**config.mk**
```make
export PLATFORM = sky130hd
export DESIGN_NAME = exc_ctrl_flat
export DESIGN_NICKNAME = d
export VERILOG_FILES = /design/src/rtl/exc_ctrl_pkg.sv /design/src/rtl/exc_ctrl_if.sv /design/src/rtl/exc_ctrl_prio_enc.sv /design/src/rtl/exc_ctrl.sv /design/src/flat_wrapper.sv
export SDC_FILE = /design/constraint.sdc
export NUM_CORES = 1
export LEC_CHECK = 0
export BUFFER_PORTS_ARGS = -buffer_cell sky130_fd_sc_hd__buf_2
export CAP_MARGIN = 15
export CORE_AREA = 3 3 117 119
export DETAILED_ROUTE_END_ITERATION = 10
export DIE_AREA = 0 0 120 122
export PLACE_DENSITY_LB_ADDON = 0.12
export SETUP_SLACK_MARGIN = 0.2
export SLEW_MARGIN = 20
export SYNTH_ARGS = -nofsm -noshare
export SYNTH_HDL_FRONTEND = slang
export SYNTH_HIERARCHICAL = 1
export SYNTH_SLANG_ARGS = --single-unit
```
**constraint.sdc**
```tcl
create_clock -name clk -period 6.5 [get_ports clk]
set_clock_uncertainty 0.2 [all_clocks]
set_input_delay 1.3 -clock clk [delete_from_list [all_inputs] [get_ports clk]]
set_output_delay 1.3 -clock clk [all_outputs]
set_load 0.02 [all_outputs]
```
**src/rtl/exc_ctrl_pkg.sv**
```systemverilog
// Shared exception codes, redirect vector and types for the MEM-stage exception controller.
package exc_ctrl_pkg;

    localparam logic [31:0] EXC_VECTOR_DEFAULT = 32'hBFC0_0380;

    localparam logic [31:0] EXC_NONE = 32'h0000_0000;
    localparam logic [31:0] EXC_INT  = 32'h0000_0001;
    localparam logic [31:0] EXC_ADEL = 32'h0000_0004;
    localparam logic [31:0] EXC_ADES = 32'h0000_0005;
    localparam logic [31:0] EXC_SYS  = 32'h0000_0008;
    localparam logic [31:0] EXC_BP   = 32'h0000_0009;
    localparam logic [31:0] EXC_RI   = 32'h0000_000a;
    localparam logic [31:0] EXC_OV   = 32'h0000_000c;
    localparam logic [31:0] EXC_ERET = 32'h0000_000e;

    typedef enum logic [1:0] {
        BAD_NONE,
        BAD_PC,
        BAD_MEM
    } bad_sel_e;

    typedef enum logic {
        ST_IDLE,
        ST_FLUSH
    } state_e;

    typedef struct packed {
        logic [31:0] code;
        bad_sel_e    bad_sel;
    } exc_sel_t;

endpackage

```
**src/rtl/exc_ctrl_if.sv**
```systemverilog
// MEM-stage/CP0 bundle seen by the exception controller (slave) and the pipeline side (master).
interface exc_ctrl_if;
    logic        stall_i;
    logic        valid_i;
    logic [31:0] pc_i;
    logic        is_in_delayslot_i;
    logic [31:0] mem_addr_i;
    logic        adel_if_i;
    logic        ri_i;
    logic        ov_i;
    logic        syscall_i;
    logic        break_i;
    logic        adel_mem_i;
    logic        ades_i;
    logic        eret_i;
    logic [31:0] status_i;
    logic [31:0] cause_i;
    logic [31:0] epc_i;
    logic [31:0] excepttype_o;
    logic [31:0] current_inst_addr_o;
    logic        is_in_delayslot_o;
    logic [31:0] bad_addr_o;
    logic        flush_o;
    logic [31:0] newpc_o;

    modport master (
        output stall_i, valid_i, pc_i, is_in_delayslot_i, mem_addr_i,
               adel_if_i, ri_i, ov_i, syscall_i, break_i, adel_mem_i, ades_i, eret_i,
               status_i, cause_i, epc_i,
        input  excepttype_o, current_inst_addr_o, is_in_delayslot_o, bad_addr_o,
               flush_o, newpc_o
    );

    modport slave (
        input  stall_i, valid_i, pc_i, is_in_delayslot_i, mem_addr_i,
               adel_if_i, ri_i, ov_i, syscall_i, break_i, adel_mem_i, ades_i, eret_i,
               status_i, cause_i, epc_i,
        output excepttype_o, current_inst_addr_o, is_in_delayslot_o, bad_addr_o,
               flush_o, newpc_o
    );
endinterface

```
**src/rtl/exc_ctrl_prio_enc.sv**
```systemverilog
// Fixed-priority exception encoder: flags -> {code, bad address source}.
module exc_prio_enc
    import exc_ctrl_pkg::*;
(
    input  logic     int_i,
    input  logic     adel_if_i,
    input  logic     ri_i,
    input  logic     ov_i,
    input  logic     syscall_i,
    input  logic     break_i,
    input  logic     adel_mem_i,
    input  logic     ades_i,
    input  logic     eret_i,
    output exc_sel_t sel_o
);

    always_comb begin
        sel_o = '{code: EXC_NONE, bad_sel: BAD_NONE};
        if (int_i)           sel_o = '{code: EXC_INT,  bad_sel: BAD_NONE};
        else if (adel_if_i)  sel_o = '{code: EXC_ADEL, bad_sel: BAD_PC};
        else if (ri_i)       sel_o = '{code: EXC_RI,   bad_sel: BAD_NONE};
        else if (ov_i)       sel_o = '{code: EXC_OV,   bad_sel: BAD_NONE};
        else if (syscall_i)  sel_o = '{code: EXC_SYS,  bad_sel: BAD_NONE};
        else if (break_i)    sel_o = '{code: EXC_BP,   bad_sel: BAD_NONE};
        else if (adel_mem_i) sel_o = '{code: EXC_ADEL, bad_sel: BAD_MEM};
        else if (ades_i)     sel_o = '{code: EXC_ADES, bad_sel: BAD_MEM};
        else if (eret_i)     sel_o = '{code: EXC_ERET, bad_sel: BAD_NONE};
    end

endmodule

```
**src/rtl/exc_ctrl.sv**
```systemverilog
// MEM-stage exception controller: picks one exception, drives CP0 inputs, flushes and redirects fetch.
module exc_ctrl
    import exc_ctrl_pkg::*;
#(
    parameter logic [31:0] EXC_VECTOR   = EXC_VECTOR_DEFAULT,
    parameter int unsigned FLUSH_CYCLES = 1
) (
    input logic       clk,
    input logic       rst,
    exc_ctrl_if.slave bus
);

    localparam logic [2:0] CNT_INIT = 3'(FLUSH_CYCLES - 1);

    state_e      state_q, state_d;
    logic [2:0]  cnt_q, cnt_d;
    logic [31:0] hold_pc_q, hold_pc_d;
    logic        int_pend_q, int_pend_d;

    logic        int_en;
    logic        int_req;
    logic        commit;
    logic        take;
    logic [31:0] exc_pc;
    exc_sel_t    sel;

    logic unused_bits;
    assign unused_bits = ^{bus.cause_i[31:16], bus.cause_i[7:0],
                           bus.status_i[31:16], bus.status_i[7:2]};

    assign int_en  = bus.status_i[0] & ~bus.status_i[1];
    assign int_req = (|(bus.cause_i[15:8] & bus.status_i[15:8])) & int_en;
    assign commit  = bus.valid_i & ~bus.stall_i & (state_q == ST_IDLE);

    exc_prio_enc u_prio (
        .int_i      (int_req | int_pend_q),
        .adel_if_i  (bus.adel_if_i),
        .ri_i       (bus.ri_i),
        .ov_i       (bus.ov_i),
        .syscall_i  (bus.syscall_i),
        .break_i    (bus.break_i),
        .adel_mem_i (bus.adel_mem_i),
        .ades_i     (bus.ades_i),
        .eret_i     (bus.eret_i),
        .sel_o      (sel)
    );

    assign take   = commit & (sel.code != EXC_NONE);
    assign exc_pc = (sel.code == EXC_ERET) ? bus.epc_i : EXC_VECTOR;

    always_comb begin
        state_d    = state_q;
        cnt_d      = cnt_q;
        hold_pc_d  = hold_pc_q;
        int_pend_d = (int_pend_q | int_req) & int_en;
        unique case (state_q)
            ST_IDLE: begin
                // A single-cycle flush is fully covered by the combinational commit cycle.
                if (take && FLUSH_CYCLES > 1) begin
                    state_d   = ST_FLUSH;
                    cnt_d     = CNT_INIT;
                    hold_pc_d = exc_pc;
                end
            end
            ST_FLUSH: begin
                cnt_d = cnt_q - 3'd1;
                if (cnt_q == 3'd1) state_d = ST_IDLE;
            end
            default: state_d = ST_IDLE;
        endcase
    end

    always_ff @(posedge clk or posedge rst) begin
        if (rst) begin
            state_q    <= ST_IDLE;
            cnt_q      <= '0;
            hold_pc_q  <= '0;
            int_pend_q <= 1'b0;
        end else begin
            state_q    <= state_d;
            cnt_q      <= cnt_d;
            hold_pc_q  <= hold_pc_d;
            int_pend_q <= int_pend_d;
        end
    end

    always_comb begin
        bus.excepttype_o        = '0;
        bus.current_inst_addr_o = '0;
        bus.is_in_delayslot_o   = 1'b0;
        bus.bad_addr_o          = '0;
        bus.flush_o             = 1'b0;
        bus.newpc_o             = '0;
        if (!rst) begin
            bus.current_inst_addr_o = bus.pc_i;
            bus.is_in_delayslot_o   = bus.is_in_delayslot_i;
            if (state_q == ST_FLUSH) begin
                bus.flush_o = 1'b1;
                bus.newpc_o = hold_pc_q;
            end else if (take) begin
                bus.excepttype_o = sel.code;
                bus.flush_o      = 1'b1;
                bus.newpc_o      = exc_pc;
                unique case (sel.bad_sel)
                    BAD_PC:  bus.bad_addr_o = bus.pc_i;
                    BAD_MEM: bus.bad_addr_o = bus.mem_addr_i;
                    default: bus.bad_addr_o = '0;
                endcase
            end
        end
    end

endmodule
```
**src/flat_wrapper.sv**
```systemverilog
// flat-port wrapper written by rule: the top's interface ports become plain ports
module exc_ctrl_flat import exc_ctrl_pkg::*;
#(
    parameter logic [31:0] EXC_VECTOR   = EXC_VECTOR_DEFAULT,
    parameter int unsigned FLUSH_CYCLES = 1
)
  (clk, rst, bus_stall_i, bus_valid_i, bus_pc_i, bus_is_in_delayslot_i, bus_mem_addr_i, bus_adel_if_i, bus_ri_i, bus_ov_i, bus_syscall_i, bus_break_i, bus_adel_mem_i, bus_ades_i, bus_eret_i, bus_status_i, bus_cause_i, bus_epc_i, bus_excepttype_o, bus_current_inst_addr_o, bus_is_in_delayslot_o, bus_bad_addr_o, bus_flush_o, bus_newpc_o);
  exc_ctrl_if bus_i ();
  input logic clk;
  input logic rst;
  input wire logic [$bits(bus_i.stall_i)-1:0] bus_stall_i;
  input wire logic [$bits(bus_i.valid_i)-1:0] bus_valid_i;
  input wire logic [$bits(bus_i.pc_i)-1:0] bus_pc_i;
  input wire logic [$bits(bus_i.is_in_delayslot_i)-1:0] bus_is_in_delayslot_i;
  input wire logic [$bits(bus_i.mem_addr_i)-1:0] bus_mem_addr_i;
  input wire logic [$bits(bus_i.adel_if_i)-1:0] bus_adel_if_i;
  input wire logic [$bits(bus_i.ri_i)-1:0] bus_ri_i;
  input wire logic [$bits(bus_i.ov_i)-1:0] bus_ov_i;
  input wire logic [$bits(bus_i.syscall_i)-1:0] bus_syscall_i;
  input wire logic [$bits(bus_i.break_i)-1:0] bus_break_i;
  input wire logic [$bits(bus_i.adel_mem_i)-1:0] bus_adel_mem_i;
  input wire logic [$bits(bus_i.ades_i)-1:0] bus_ades_i;
  input wire logic [$bits(bus_i.eret_i)-1:0] bus_eret_i;
  input wire logic [$bits(bus_i.status_i)-1:0] bus_status_i;
  input wire logic [$bits(bus_i.cause_i)-1:0] bus_cause_i;
  input wire logic [$bits(bus_i.epc_i)-1:0] bus_epc_i;
  output wire logic [$bits(bus_i.excepttype_o)-1:0] bus_excepttype_o;
  output wire logic [$bits(bus_i.current_inst_addr_o)-1:0] bus_current_inst_addr_o;
  output wire logic [$bits(bus_i.is_in_delayslot_o)-1:0] bus_is_in_delayslot_o;
  output wire logic [$bits(bus_i.bad_addr_o)-1:0] bus_bad_addr_o;
  output wire logic [$bits(bus_i.flush_o)-1:0] bus_flush_o;
  output wire logic [$bits(bus_i.newpc_o)-1:0] bus_newpc_o;
  assign bus_i.stall_i = bus_stall_i;
  assign bus_i.valid_i = bus_valid_i;
  assign bus_i.pc_i = bus_pc_i;
  assign bus_i.is_in_delayslot_i = bus_is_in_delayslot_i;
  assign bus_i.mem_addr_i = bus_mem_addr_i;
  assign bus_i.adel_if_i = bus_adel_if_i;
  assign bus_i.ri_i = bus_ri_i;
  assign bus_i.ov_i = bus_ov_i;
  assign bus_i.syscall_i = bus_syscall_i;
  assign bus_i.break_i = bus_break_i;
  assign bus_i.adel_mem_i = bus_adel_mem_i;
  assign bus_i.ades_i = bus_ades_i;
  assign bus_i.eret_i = bus_eret_i;
  assign bus_i.status_i = bus_status_i;
  assign bus_i.cause_i = bus_cause_i;
  assign bus_i.epc_i = bus_epc_i;
  assign bus_excepttype_o = bus_i.excepttype_o;
  assign bus_current_inst_addr_o = bus_i.current_inst_addr_o;
  assign bus_is_in_delayslot_o = bus_i.is_in_delayslot_o;
  assign bus_bad_addr_o = bus_i.bad_addr_o;
  assign bus_flush_o = bus_i.flush_o;
  assign bus_newpc_o = bus_i.newpc_o;
  exc_ctrl #(.EXC_VECTOR(EXC_VECTOR), .FLUSH_CYCLES(FLUSH_CYCLES)) u_core (.clk(clk), .rst(rst), .bus(bus_i));
endmodule
```
### Word level (Yosys, flattened, before mapping)

Cells that the tools add are included.

| cells by class | value |
|---|---|
| add/subtract/negate cells | 1 |
| equality and inequality tests | 4 |
| muxes and demuxes | 27 |
| bitwise gates (word level) | 11 |
| reductions and logical operators | 2 |

Operators with widths:

| operator | count |
|---|---|
| two-way mux 32 bit | 11 |
| two-way mux 34 bit | 8 |
| case mux 32 bit (2 select lines) | 1 |
| equality test 32 x 4 -> 1 bit, second input constant | 1 |
| nonzero test 32 bit | 1 |
| bitwise AND 8 bit | 1 |
| OR reduction 8 bit | 1 |
| bitwise AND 1 bit | 6 |
| two-way mux 1 bit | 6 |
| two-way mux 6 bit | 1 |
| equality test 3 x 1 -> 1 bit, second input constant | 1 |
| NOT 1 bit | 3 |
| subtractor 3 x 1 -> 3 bit, second input constant | 1 |
| equality test 2 x 1 -> 1 bit, second input constant | 1 |
| equality test 2 bit, second input constant | 1 |
| bitwise OR 1 bit | 1 |

| storage, ports and cells | value |
|---|---|
| register bits | 5 |
| input bits | 173 |

### Depth between registers and ports, before layout

Gate-level depths: netlist of run 1.

| logic depth | value |
|---|---|
| depth after elaboration | 14 |
| depth in mapped cells | 10 |
| mapped depth without buffers | 9 |

### By module

The synthesis of run 1 kept the hierarchy.

Modules (own cells, without submodules):

| module | instances | cells an instance | area an instance (um^2) | sequential area each (um^2) |
|---|---|---|---|---|
| exc_ctrl | 1 | 247 | 1,674.1 | 125.1 |
| exc_prio_enc | 1 | 48 | 315.3 | 0.0 |

### Worst setup path before layout of run 1

Ideal clock, no wire load.

| path | value |
|---|---|
| path type | input-to-output |
| start | input bus_cause_i[9] |
| end | output bus_newpc_o[22] |
| arrival | 3,292 ps |
| slack | 1,708 ps |
| cell stages on the path | 10 |
| path through | a22oi_1 -> nand4_1 -> a21o_1 -> or2_2 -> o21bai_1 -> or3_1 -> buf_2 -> clkbuf_1 -> nand2_1 -> a21oi_1 |

RTL lines:

| item | RTL line | text |
|---|---|---|
| start: declaration | flat_wrapper.sv:25 | `input wire logic [$bits(bus_i.cause_i)-1:0] bus_cause_i;` |
| end: declaration | flat_wrapper.sv:32 | `output wire logic [$bits(bus_i.newpc_o)-1:0] bus_newpc_o;` |

==> flow_summary.yaml, run 1 <==
run_status:
  status: "completed"
floorplan:
  ios: 303
  start_util_pct: 15.7
  die_w_um: 120
  die-height_um: 122
  rows: 41
  die-area_mm2: 0.0146
  core-area_mm2: 0.0127
layout:
  seqCellArea_um2: 125
  syn2layout_area_growth_pct: 62.3
  fill_cells: 1434
  antenna_cells: 0
  final_cell_count_no_fill: 680
  mostFrequentLayoutCell: "buf_2"
  multi_input_area_mm2: 0.00160
  mostFrequentLayoutCells: "buf_2, and2_1, a22oi_1, nor2b_1, nor2_2"
  nets: 686
  drive_above_1_share_pct: 53.5
logic_synthesis:
  synth-adder-area-share_pct: 2.52
  synthArstFlopShare_pct: 100
  yosysUniqueCellTypes: 35
  yosysWarningCount: 6
  seq_area_frac_synth_pct: 6.29
  synth_edf_count: 0
  synthFlopType: "dfrtp_1"
  synth_compound_area_share_pct: 21.3
  avgSynthCellArea_um2: 6.74
  synthesis.area_mm2: 0.00199
  synth_seq_cells: 5
  synth-simple-area-share_pct: 49.9
  synth_xor_area_share_pct: 0.881
  muxShareOfSynthArea_pct: 0.503
  postSynthCellCount: 295
  synth_top_family_by_area: "simple AND/OR/NAND/NOR gates"
sta:
  rsz0062_at_grt: "false"
  max_freq_mhz: 185
  slew-limit-headroom_pct: 36.5
  tightest_slew_ns: 0.952
  setup_violations: 0
  period_share_pct: 83.1
  hold_viol: 0
  worst_hold_slack_ns: 0.273
  slew_viol_final: 0
  setup-tns-final_ns: 0
  period_needed_ns: 5.40
cts:
  cts_resized: 0
  cts_setup_buffers: 0
  tritoncts_num_sinks: 5
  cts_tree: "built"
  numCtsBuffers: 3
  cts_hold_buf: 0
  clock_path_buffers: 2
  htree_levels: 1
  clk_pin_slew_ns: 0.03
  clk_latency_ns: 0.23
  cts_root_buffer: "clkbuf_16"
pwr:
  ir_drop_mv: 0.0743
  powerDensity_mw_per_mm2: 87.5
  p_leak_nw: 1.77
job:
  max_cap_violations: 0
grt:
  antenna_found_initial: 0
  gr-total-overflow: 0
  first_global_vias: 2489
  grt_usage_pct: 10.5
  grt_pass1_wl_mm: 12.7
  grt_max_degree: 38
routing:
  wire_per_inst_um: 12.7
  highest_layer: "met4"
  routed-wl-met3_um: 873
  firstDrtPassIters: 4
  vias: 2694
  vias_per_cell: 3.96
  m1WireLength_mm: 3.07
  route.met2.wl_mm: 4.65
  drtIter0Drc: 64
  routed_wl_mm: 8.66
  drtAntennaViolNets: 0
  drc: 0
place:
  place_inst: 676
  gp_congestion: 0.734
  dpl.hpwl_mm: 7.09
  port_buffers: 228
worst_setup_path:
  worstSetupStartpointType: "input port"
  crit_required_ns: 5.00
  critical_path.endpoint_type: "primary output"
  critPathMaxFanout: 12
  path_class: "input port to primary output"
  arrival_ns: 3.90
min_path:
  min_path_type: "flop to flop"
-- worst paths after layout --
| kind | from | endpoint | slack [ns] | cells after the start |
|---|---|---|---|---|
| worst min-delay path | u_core/cnt_q[2] | u_core/cnt_q[2] | 0.27 | 1 |
| max in group asynchronous | rst | u_core/cnt_q[1] | 4.77 | 2 |
| worst min register to register | u_core/cnt_q[2] | u_core/cnt_q[2] | 0.27 | 1 |
| min in group asynchronous | rst | u_core/cnt_q[2] | 1.15 | 2 |
| worst max-delay path | bus_cause_i[9] | bus_newpc_o[29] | 1.10 | 10 |
| worst max register to register | u_core/cnt_q[0] | u_core/cnt_q[1] | 5.38 | 3 |
-- metrics by stage --
step	total power, mW	area, um^2	util, %	setup WS, ns
after global placement	0.181	3150	24.9	1.10
after detailed placement	0.182	3150	24.9	1.08
after CTS	0.286	3230	25.5	1.07
final	0.282	3230	25.5	1.10
after global routing	0.306	3230	25.5	0.680
after floorplan	0.131	2090	-	1.71
-- cells in the mapped netlist, types with 2 or more instances --
master | number | area [um^2]
a21oi_1 | 15 | 75.1
a22oi_1 | 36 | 270
and2_1 | 53 | 332
buf_2 | 2 | 10.0
buf_4 | 29 | 218
buf_6 | 4 | 45.0
clkbuf_1 | 14 | 52.6
clkbuf_2 | 2 | 10.0
dfrtp_1 | 5 | 125
ha_1 | 4 | 50.1
inv_1 | 8 | 30.0
nand2_1 | 15 | 56.3
nand4_1 | 4 | 25.0
nor2_1 | 7 | 26.3
nor2_2 | 30 | 188
nor2b_1 | 35 | 219
nor3_1 | 5 | 25.0
nor4_1 | 8 | 50.1
o21bai_1 | 2 | 15.0
or3_1 | 2 | 12.5
-- final cells by class --
type | count | share of cell area, %
multi-input combinational | 258 | 49.6
timing repair buffer | 233 | 36.5
tap | 172 | 6.67
sequential | 5 | 3.88
clock buffer | 4 | 2.44
inverter | 8 | 0.930
-- power breakdown --
group	internal (mW)	switching, mW
logic	0.0627	0.0873
clock network	0.0812	0.0196
registers	0.0315	0.0000750
total	0.175	0.107
-- cells by family (layout without fill, tap and decap cells) --
kind of cell | count (synthesis) | in the layout
AND/OR/NAND/NOR | 164 | 164
AO/OA/AOI/OAI | 59 | 59
buffers and inverters | 59 | 245
flip-flops | 5 | 5
adder cells (fa/ha/maj) | 4 | 4
XOR/XNOR | 2 | 2
other | 1 | 28
multiplexers | 1 | 1
-- registers in the layout (all words and copies together), names as in the netlist --
name               count
u_core/cnt_q           3
u_core/int_pend_q      1
u_core/state_q         1
-- critical path, cell delays in order --
cell	delay, ns
buf_2	0.10
a22oi_1	0.18
nand4_1	0.13
a21o_1	0.26
o21bai_1	0.20
nor4_1	0.32
nand4_1	0.33
a211oi_2	0.74
a21oi_1	0.14
buf_2	0.19
-- layer usage --
metal  vias up  track usage [%]
li1       1375                -
met1      1172             10.9
met2       143             21.4
met3         4             2.65
met4         0             1.57
met5         -                0
No activity file was read; power rests on OpenSTA's default activity.
==> inputs of run 2 (changes only) <==
==> constraint.sdc (replaced) <==
create_clock -name clk -period 5.1 [get_ports clk]
set_clock_uncertainty 0.2 [all_clocks]
set_input_delay 1.02 -clock clk [delete_from_list [all_inputs] [get_ports clk]]
set_output_delay 1.02 -clock clk [all_outputs]
set_load 0.02 [all_outputs]
==> flow_summary.yaml, run 2 (same netlist as run 1, synthesis figures left out) <==
sta:
  max_freq_mhz: 219
  setup-tns-final_ns: 0
  hold_viol: 0
  slew_viol_final: 0
  period_share_pct: 89.7
  rsz0062_at_grt: "false"
  setup_violations: 0
  worst_hold_slack_ns: 0.276
  tightest_slew_ns: 0.744
  slew-limit-headroom_pct: 50.4
  period_needed_ns: 4.58
worst_setup_path:
  arrival_ns: 3.36
  path_delay_family: "compound AO/OA/AOI/OAI gates"
  worstSetupStartpointType: "input port"
  critPathMaxFanout: 32
  critical_path.endpoint_type: "primary output"
  crit_slowest_cell: "o31ai_4"
  max_stage_delay_ns: 0.34
  crit_required_ns: 3.88
  path_buf_inv: 3
  path_class: "input port to primary output"
  path_cells: "buf_2, a22oi_1, nand4_1, a21o_1, o21bai_1, nor4_1, nand4_1, o31ai_4, buf_12, nor2_1, buf_2"
routing:
  vias: 2685
  vias_per_cell: 3.94
  drtIter0Drc: 73
  drtAntennaViolNets: 0
  wire_per_inst_um: 12.8
  routed_wl_mm: 8.71
  firstDrtPassIters: 4
  drc: 0
place:
  postPlaceCellArea_mm2: 0.00318
  port_buffers: 228
  gp_congestion: 0.724
  dpl.hpwl_mm: 7.15
cts:
  clk_pin_slew_ns: 0.03
  cts_root_buffer: "clkbuf_16"
  clock_path_buffers: 2
  numCtsBuffers: 3
  htree_levels: 1
  cts_resized: 0
  cts_hold_buf: 0
  clk_latency_ns: 0.23
  cts_setup_buffers: 0
  tritoncts_num_sinks: 5
  cts_tree: "built"
floorplan:
  rows: 41
  die-area_mm2: 0.0146
  core-area_mm2: 0.0127
  die_w_um: 120
  die-height_um: 122
  ios: 303
  start_util_pct: 15.7
layout:
  antenna_cells: 0
  final_util_pct: 25.7
  fill_cells: 1437
  mostFrequentLayoutCells: "buf_2, and2_1, a22oi_1, nor2b_1, nor2_2"
  nets: 688
  drive_above_1_share_pct: 53.7
  largest-register: "u_core/cnt_q"
  largestRegisters: "u_core/cnt_q: 3 flops, u_core/int_pend_q: 1 flops, u_core/state_q: 1 flops"
  design_area_mm2: 0.00326
  largest_reg_flops: 3
  syn2layout_area_growth_pct: 63.6
  mostFrequentLayoutCell: "buf_2"
grt:
  grt_pass1_wl_mm: 12.8
  grt_usage_pct: 10.6
  gr-total-overflow: 0
  grt_max_degree: 38
  antenna_found_initial: 0
  first_global_vias: 2580
pwr:
  powerDensity_mw_per_mm2: 111
  ir_drop_mv: 0.0755
  p_total_mw: 0.360
  p_leak_nw: 1.78
run_status:
  status: "completed"
min_path:
  min_path_type: "flop to flop"
job:
  max_cap_violations: 0
## run 2: changes by cell type in the layout (fill, tap and decap cells not counted)
cell    before  now
buf_4        5    6
buf_12       0    1
## run 2: final cells by class
| cell class | count | area, um^2 | area share (%) |
|---|---|---|---|
| Timing Repair Buffer | 235 | 1210 | 37.0 |
| Clock buffer | 4 | 78.8 | 2.42 |
| Inverter | 8 | 30.0 | 0.922 |
| Tap cell | 172 | 215 | 6.61 |
| Sequential cell | 5 | 125 | 3.84 |
| Multi-Input combinational cell | 258 | 1600 | 49.2 |
## run 2: power by group
part	switching (mW)	internal [mW]
Clock	0.0242	0.103
Combinational	0.111	0.0810
Sequential	0.000103	0.0402
Total	0.136	0.225
## run 2: final timing paths
path	startpoint	end	slack, ns	depth (start not counted)
worst min register to register	u_core/cnt_q[2]	u_core/cnt_q[2]	0.28	1
min in group asynchronous	rst	u_core/cnt_q[2]	0.87	2
worst max-delay path	bus_cause_i[10]	bus_bad_addr_o[31]	0.52	11
max in group asynchronous	rst	u_core/int_pend_q	3.65	2
worst max register to register	u_core/cnt_q[0]	u_core/cnt_q[1]	3.98	3
worst min-delay path	u_core/cnt_q[2]	u_core/cnt_q[2]	0.28	1
## run 2: per-layer routing
metal	vias up	global-route usage, %	wire [um]
met5	-	0	0
met4	0	1.79	63
met3	4	3.02	992
met2	142	20.7	4540
met1	1165	11.3	3110
li1	1374	-	-
## run 2: through the flow
stage,setup slack [ns],cells
4_1_cts,0.473,682
2_1_floorplan,0.868,322
3_3_place_gp,0.509,678
5_1_grt,0.226,682
6_report,0.525,682
3_5_place_dp,0.476,678
